==> src/rtl/mod_blk_ser_pkg.sv <==
// Shared definitions for the block serializer: default geometry,
// a byte type, and helpers that derive words-per-block and the
// word counter width from the block and word sizes.
package mod_blk_ser_pkg;

    localparam int DEF_NBYTES    = 16;
    localparam int DEF_OUT_BYTES = 4;
    localparam int DEF_NBUF      = 2;

    typedef logic [7:0] byte_t;

    // Number of output words needed to drain one block.
    function automatic int calc_wpb(input int nbytes, input int out_bytes);
        return nbytes / out_bytes;
    endfunction

    // Word counter width; never narrower than one bit.
    function automatic int calc_cnt_w(input int nbytes, input int out_bytes);
        int wpb;
        wpb = calc_wpb(nbytes, out_bytes);
        return (wpb > 1) ? $clog2(wpb) : 1;
    endfunction

endpackage

==> src/rtl/mod_blk_ser_occ.sv <==
// Slot occupancy tracker for the block serializer. Owns the write and
// read slot pointers and the fill count, and decodes wr_ready and
// reg_empty from the registered count only. Pointers stay at 0 for a
// single-slot build.
module mod_blk_ser_occ
    import mod_blk_ser_pkg::*;
#(
    parameter int NBUF = DEF_NBUF
) (
    input  logic       clk,
    input  logic       resetn,
    input  logic       i_flush,
    input  logic       i_load,
    input  logic       i_free,
    output logic       o_wr_ptr,
    output logic       o_rd_ptr,
    output logic [1:0] o_count,
    output logic       o_wr_ready,
    output logic       o_reg_empty
);

    logic       r_wr_ptr;
    logic       r_rd_ptr;
    logic [1:0] r_count;

    // Fill count: +1 on an accepted load, -1 when the last word of a block leaves.
    always_ff @(posedge clk or negedge resetn) begin
        if (!resetn) begin
            r_count <= 2'd0;
        end else if (i_flush) begin
            r_count <= 2'd0;
        end else begin
            r_count <= r_count + {1'b0, i_load} - {1'b0, i_free};
        end
    end

    // Slot pointers toggle on load/free; only meaningful with two slots.
    always_ff @(posedge clk or negedge resetn) begin
        if (!resetn) begin
            r_wr_ptr <= 1'b0;
            r_rd_ptr <= 1'b0;
        end else if (i_flush) begin
            r_wr_ptr <= 1'b0;
            r_rd_ptr <= 1'b0;
        end else if (NBUF == 2) begin
            if (i_load) r_wr_ptr <= ~r_wr_ptr;
            if (i_free) r_rd_ptr <= ~r_rd_ptr;
        end
    end

    assign o_wr_ptr    = r_wr_ptr;
    assign o_rd_ptr    = r_rd_ptr;
    assign o_count     = r_count;
    assign o_wr_ready  = (r_count < 2'(NBUF));
    assign o_reg_empty = (r_count == 2'd0);

endmodule

==> src/rtl/mod_blk_serializer.sv <==
// Block serializer: captures an NBYTES-byte block in one cycle into one
// of NBUF slots and drains it as OUT_BYTES-wide words, lowest bytes
// first, one word per request. Blocks leave in load order.
// Optional synchronous flush port: define MOD_BLK_SER_FLUSH_EN.
module mod_blk_serializer
    import mod_blk_ser_pkg::*;
#(
    parameter int NBYTES    = DEF_NBYTES,
    parameter int OUT_BYTES = DEF_OUT_BYTES,
    parameter int NBUF      = DEF_NBUF
) (
    input  logic                   clk,
    input  logic                   resetn,
    input  logic [NBYTES*8-1:0]    i,
    input  logic                   wr_en,
    output logic                   wr_ready,
    input  logic                   req_axi_out,
`ifdef MOD_BLK_SER_FLUSH_EN
    input  logic                   flush,
`endif
    output logic [OUT_BYTES*8-1:0] o,
    output logic                   o_valid,
    output logic                   o_last,
    output logic                   reg_empty
);

    localparam int WPB   = calc_wpb(NBYTES, OUT_BYTES);
    localparam int CW    = calc_cnt_w(NBYTES, OUT_BYTES);
    localparam int OUT_W = OUT_BYTES * 8;
    localparam int BLK_W = NBYTES * 8;

    if ((NBYTES % OUT_BYTES) != 0 || (NBUF != 1 && NBUF != 2)) begin : g_bad_cfg
        $error("mod_blk_serializer: NBYTES must be a multiple of OUT_BYTES and NBUF must be 1 or 2");
    end

    logic             w_flush;
    logic             w_wr_ptr;
    logic             w_rd_ptr;
    logic [1:0]       w_count;
    logic             w_wr_ready;
    logic             w_reg_empty;
    logic             w_final;
    logic             w_drain;
    logic             w_load;
    logic             w_free;
    logic [BLK_W-1:0] w_blk;
    byte_t            w_bytes [NBYTES];
    logic [OUT_W-1:0] w_word;

    logic [OUT_W-1:0] r_o;
    logic             r_o_valid;
    logic             r_o_last;
    logic [CW-1:0]    r_n_rd;

`ifdef MOD_BLK_SER_FLUSH_EN
    assign w_flush = flush;
`else
    assign w_flush = 1'b0;
`endif

    // A load is accepted only when a slot was free before the edge;
    // flush overrides both load and drain.
    assign w_final = (r_n_rd == CW'(WPB - 1));
    assign w_drain = req_axi_out & ~w_reg_empty & ~w_flush;
    assign w_free  = w_drain & w_final;
    assign w_load  = wr_en & w_wr_ready & ~w_flush;

    mod_blk_ser_occ #(
        .NBUF (NBUF)
    ) u_occ (
        .clk         (clk),
        .resetn      (resetn),
        .i_flush     (w_flush),
        .i_load      (w_load),
        .i_free      (w_free),
        .o_wr_ptr    (w_wr_ptr),
        .o_rd_ptr    (w_rd_ptr),
        .o_count     (w_count),
        .o_wr_ready  (w_wr_ready),
        .o_reg_empty (w_reg_empty)
    );

    // One register per slot; written only when the write pointer selects it.
    for (genvar gi = 0; gi < NBUF; gi++) begin : g_slot
        logic [BLK_W-1:0] r_data;

        // Capture the incoming block into this slot on an accepted load.
        always_ff @(posedge clk or negedge resetn) begin
            if (!resetn) begin
                r_data <= '0;
            end else if (w_load && (w_wr_ptr == 1'(gi))) begin
                r_data <= i;
            end
        end
    end

    if (NBUF == 2) begin : g_rd_two
        assign w_blk = w_rd_ptr ? g_slot[NBUF-1].r_data : g_slot[0].r_data;
    end else begin : g_rd_one
        assign w_blk = g_slot[0].r_data;
    end

    // Byte view of the slot being drained.
    for (genvar gi = 0; gi < NBYTES; gi++) begin : g_bytes
        assign w_bytes[gi] = w_blk[8*gi +: 8];
    end

    // Word mux: word n_rd is bytes n_rd*OUT_BYTES .. n_rd*OUT_BYTES+OUT_BYTES-1.
    always_comb begin
        w_word = '0;
        for (int k = 0; k < WPB; k++) begin
            if (r_n_rd == CW'(k)) begin
                for (int j = 0; j < OUT_BYTES; j++) begin
                    w_word[8*j +: 8] = w_bytes[k*OUT_BYTES + j];
                end
            end
        end
    end

    // Output word register, valid/last pulses and word counter.
    always_ff @(posedge clk or negedge resetn) begin
        if (!resetn) begin
            r_o       <= '0;
            r_o_valid <= 1'b0;
            r_o_last  <= 1'b0;
            r_n_rd    <= '0;
        end else if (w_flush) begin
            r_o_valid <= 1'b0;
            r_o_last  <= 1'b0;
            r_n_rd    <= '0;
        end else if (w_drain) begin
            r_o       <= w_word;
            r_o_valid <= 1'b1;
            r_o_last  <= w_final;
            r_n_rd    <= w_final ? '0 : r_n_rd + 1'b1;
        end else begin
            r_o_valid <= 1'b0;
            r_o_last  <= 1'b0;
        end
    end

    assign o         = r_o;
    assign o_valid   = r_o_valid;
    assign o_last    = r_o_last;
    assign wr_ready  = w_wr_ready;
    assign reg_empty = w_reg_empty;

endmodule

==> config.mk <==
export PLATFORM = sky130hd
export DESIGN_NAME = mod_blk_serializer
export DESIGN_NICKNAME = d
export VERILOG_FILES = /design/src/rtl/mod_blk_ser_pkg.sv /design/src/rtl/mod_blk_ser_occ.sv /design/src/rtl/mod_blk_serializer.sv
export SDC_FILE = /design/constraint.sdc
export NUM_CORES = 1
export LEC_CHECK = 0
export ABC_AREA = 1
export BUFFER_PORTS_ARGS = -buffer_cell sky130_fd_sc_hd__buf_2
export CELL_PAD_IN_SITES_DETAIL_PLACEMENT = 1
export CELL_PAD_IN_SITES_GLOBAL_PLACEMENT = 1
export CORE_ASPECT_RATIO = 1.4
export CORE_MARGIN = 4
export CORE_UTILIZATION = 39
export CTS_CLUSTER_DIAMETER = 200
export DETAILED_ROUTE_END_ITERATION = 6
export HOLD_SLACK_MARGIN = 0.02
export PLACE_DENSITY = 0.75
export SYNTH_ARGS = -nofsm -noshare
export SYNTH_HDL_FRONTEND = slang
export SYNTH_SLANG_ARGS = --single-unit
==> constraint.sdc <==
create_clock -name clk -period 1.7 [get_ports clk]
set_input_delay 0.17 -clock clk [delete_from_list [all_inputs] [get_ports clk]]
set_output_delay 0.17 -clock clk [all_outputs]
set_load 0.1 [all_outputs]
==> metrics.cfg <==
[global_route]
grt_use_total=0.217
grt_pass1_wl_mm=70.4
grt_antenna_before_repair=1
grt_max_degree=119
grt_overflow=0
grt_pass1_vias=13100

[run_status]
violations=negative setup slack
run_status=finished, violations left

[synth]
syn_area_per_cell_um2=7.89
synthSimpleGateAreaFrac=0.211
synth_area_mm2=0.0143
synthMuxAreaShare=0
ys_warn_count=0
synth_compound_area_frac=0.147
synth_top_family_by_area=simple AND/OR/NAND/NOR gates
synthTopCellsByArea=dfrtp_1 52%, nand2_1 16%, inv_1 6.8%
synth_cell_type_count=22
synthesis.instances=1813
yosysTopAreaCellShare=0.518
synth_xor_area_frac=0.00184
synthAdderAreaFrac=0.00525
synth_top_cell_by_area=dfrtp_1
synth_nets=1951
ys_seq_area_frac=0.518
ys_ff_latch=296

[route]
initialDrtViolationCount=718
via_count=12500
drt_pre_antenna_iters=5
wl_per_cell_um=17.2
drc_errors=0
wl_mm=44.0
vias_per_cell=4.88
ant_nets=0

[placement]
pre_cts_ws_ps=-31.4
place_hpwl_mm=27.5
port_buffers=167
gp_congestion=0.838

[floorplanning]
boundaryPins=168
rows=82
dieHeight_um=235
coreArea_mm2=0.0360
start_util=0.397
die_area_mm2=0.0398
die_x_um=170

[timing]
period_share=1.04
finalHoldViolCount=0
min_period_ps=1760
whs_ps=122
grt_setup_unrepaired=yes
final.setup_skew_ps=10.3
slew_viol_final=0
setup_viol=7
tightestPinTransition_ps=765
max_freq_mhz=568
fin_ws_ps=-60.8
slew_headroom=0.489

[clock_tree]
numCtsBuffers=30
clock_sinks=296
cts_max_level=1
clkTransAtPathRegs_ps=60
insertion_delay_ps=570
root_buffer=clkbuf_16
cts_tree=done
max-clock-path-buffers=3

[finish]
mostFrequentLayoutCells=593 x nand2_1, 293 x dfrtp_1, 255 x inv_1
mostFrequentLayoutCell=nand2_1
syn_to_final_growth_pct=28.8
nets=2218
drive_above_1_share=0.204
fin_util=0.511
fillers=4306

[setup_path]
cp_data_arrival_time_ps=2250
crit_path_end_kind=flop
crit_required_ps=2190
critPathMaxFanout=7
startpoint_type=flop
path_class=flop to flop

[power_and_ir_drop]
p_leak_nw=9.68
powerDensity_mw_per_mm2=2040
vdd_drop_max_v=0.00164

[min_path]
hold_path_class=primary input to asynchronous set/reset pin

[flow_run]
max_cap_violations=0

==> report_power, final <==
part	internal (W)	leakage (nW)	total, W	switching (W)
Sequential	0.0104	3.68	0.0124	0.00201
Combinational	0.00569	5.48	0.0182	0.0125
Clock	0.00423	0.521	0.00703	0.00280
Total	0.0203	9.68	0.0376	0.0173
==> routing by layer <==
layer	wire, um	share of wire	vias up	track usage
met3	1470	0.033	69	0.0207
met4	1260	0.029	0	0.0750
met5	0	0	-	0
met2	21400	0.48	239	0.355
li1	-	-	6085	-
met1	20000	0.45	6141	0.304
==> cell families after synthesis <==
group | count (synthesis)
buf+inv | 374
fa+ha+maj | 6
flops | 296
simple gates | 779
xor+xnor | 3
compound gates | 355
==> layout make-up <==
type / count / area [um^2] / area share
Clock buffer: 45 / 898 / 0.0488
Tap cell: 462 / 578 / 0.0314
Sequential cell: 296 / 7410 / 0.402
Clock inverter: 10 / 150 / 0.00815
Multi-Input combinational cell: 1143 / 5520 / 0.300
Timing Repair Buffer: 346 / 2850 / 0.155
Inverter: 263 / 1000 / 0.0544
Antenna cell: 1 / 2.50 / 0.000136
==> what timing repair did <==
item / in CTS / in global routing
hold endpoints to repair: 554 / 0
cloned: 2 / 2
buffers inserted: 2 / 5
pin swaps: 1 / 28
gates resized for setup: 14 / 77
endpoints found under the setup margin: 25 / 33
hold buffers: 131 / 0
==> cells in the mapped netlist <==
master and count:
inv_2 4, o21ai_1 24, buf_2 35, or2_1 1, nor2_2 1, nand2_1 613
o21ai_2 88, a21oi_1 64, clkbuf_1 36, o21ai_0 179, dfrtp_1 296, xnor2_1 1
nor2_1 98, clkinv_1 1, buf_4 7, inv_1 258, nand2_2 1, buf_6 26
buf_1 7, ha_1 6, nand3_1 65, xor2_1 2
==> through the flow <==
stage / total power [W] / setup TNS, ps / cell area (um^2) / instances
after floorplan: 0.0244 / 0 / 14300 / 1813
after global placement: 0.0282 / 0 / 15600 / 2368
after global routing: 0.0404 / -2670 / 18400 / 2566
after CTS: 0.0367 / -250 / 18000 / 2558
final: 0.0376 / -156 / 18400 / 2566
after detailed placement: 0.0289 / -146 / 15600 / 2368
==> sequential cells by signal (all words and copies together) (netlist names) <==
name / cells
g_slot.r_data: 256
o: 32
r_n_rd: 2
u_occ.o_count: 2
o_last: 1
o_valid: 1
u_occ.o_rd_ptr: 1
u_occ.o_wr_ptr: 1
==> path summary, 6_finish.rpt <==
check	startpoint	cells past startpoint	end	slack (ps)
worst max-delay path	r_n_rd[0]	10	o[21]	-60
worst min-delay path	resetn	2	g_slot[0].r_data[40]	120
worst max register to register	r_n_rd[0]	10	o[21]	-60
worst min register to register	g_slot[0].r_data[51]	2	g_slot[0].r_data[51]	480
max in group asynchronous	resetn	3	g_slot[0].r_data[87]	880
min in group clk	i[47]	4	g_slot[0].r_data[47]	390
==> worst max-delay path, cell delays in order (launching register included) <==
cell,delay [ps]
dfrtp_2,470
ha_4,230
nor2_4,170
buf_6,130
clkbuf_16,140
nand3_1,80
nand2_1,90
nand2_1,60
nand2_1,60
nand2_1,80
a21oi_2,180
Note: power is estimated with default switching activity, not from simulation.
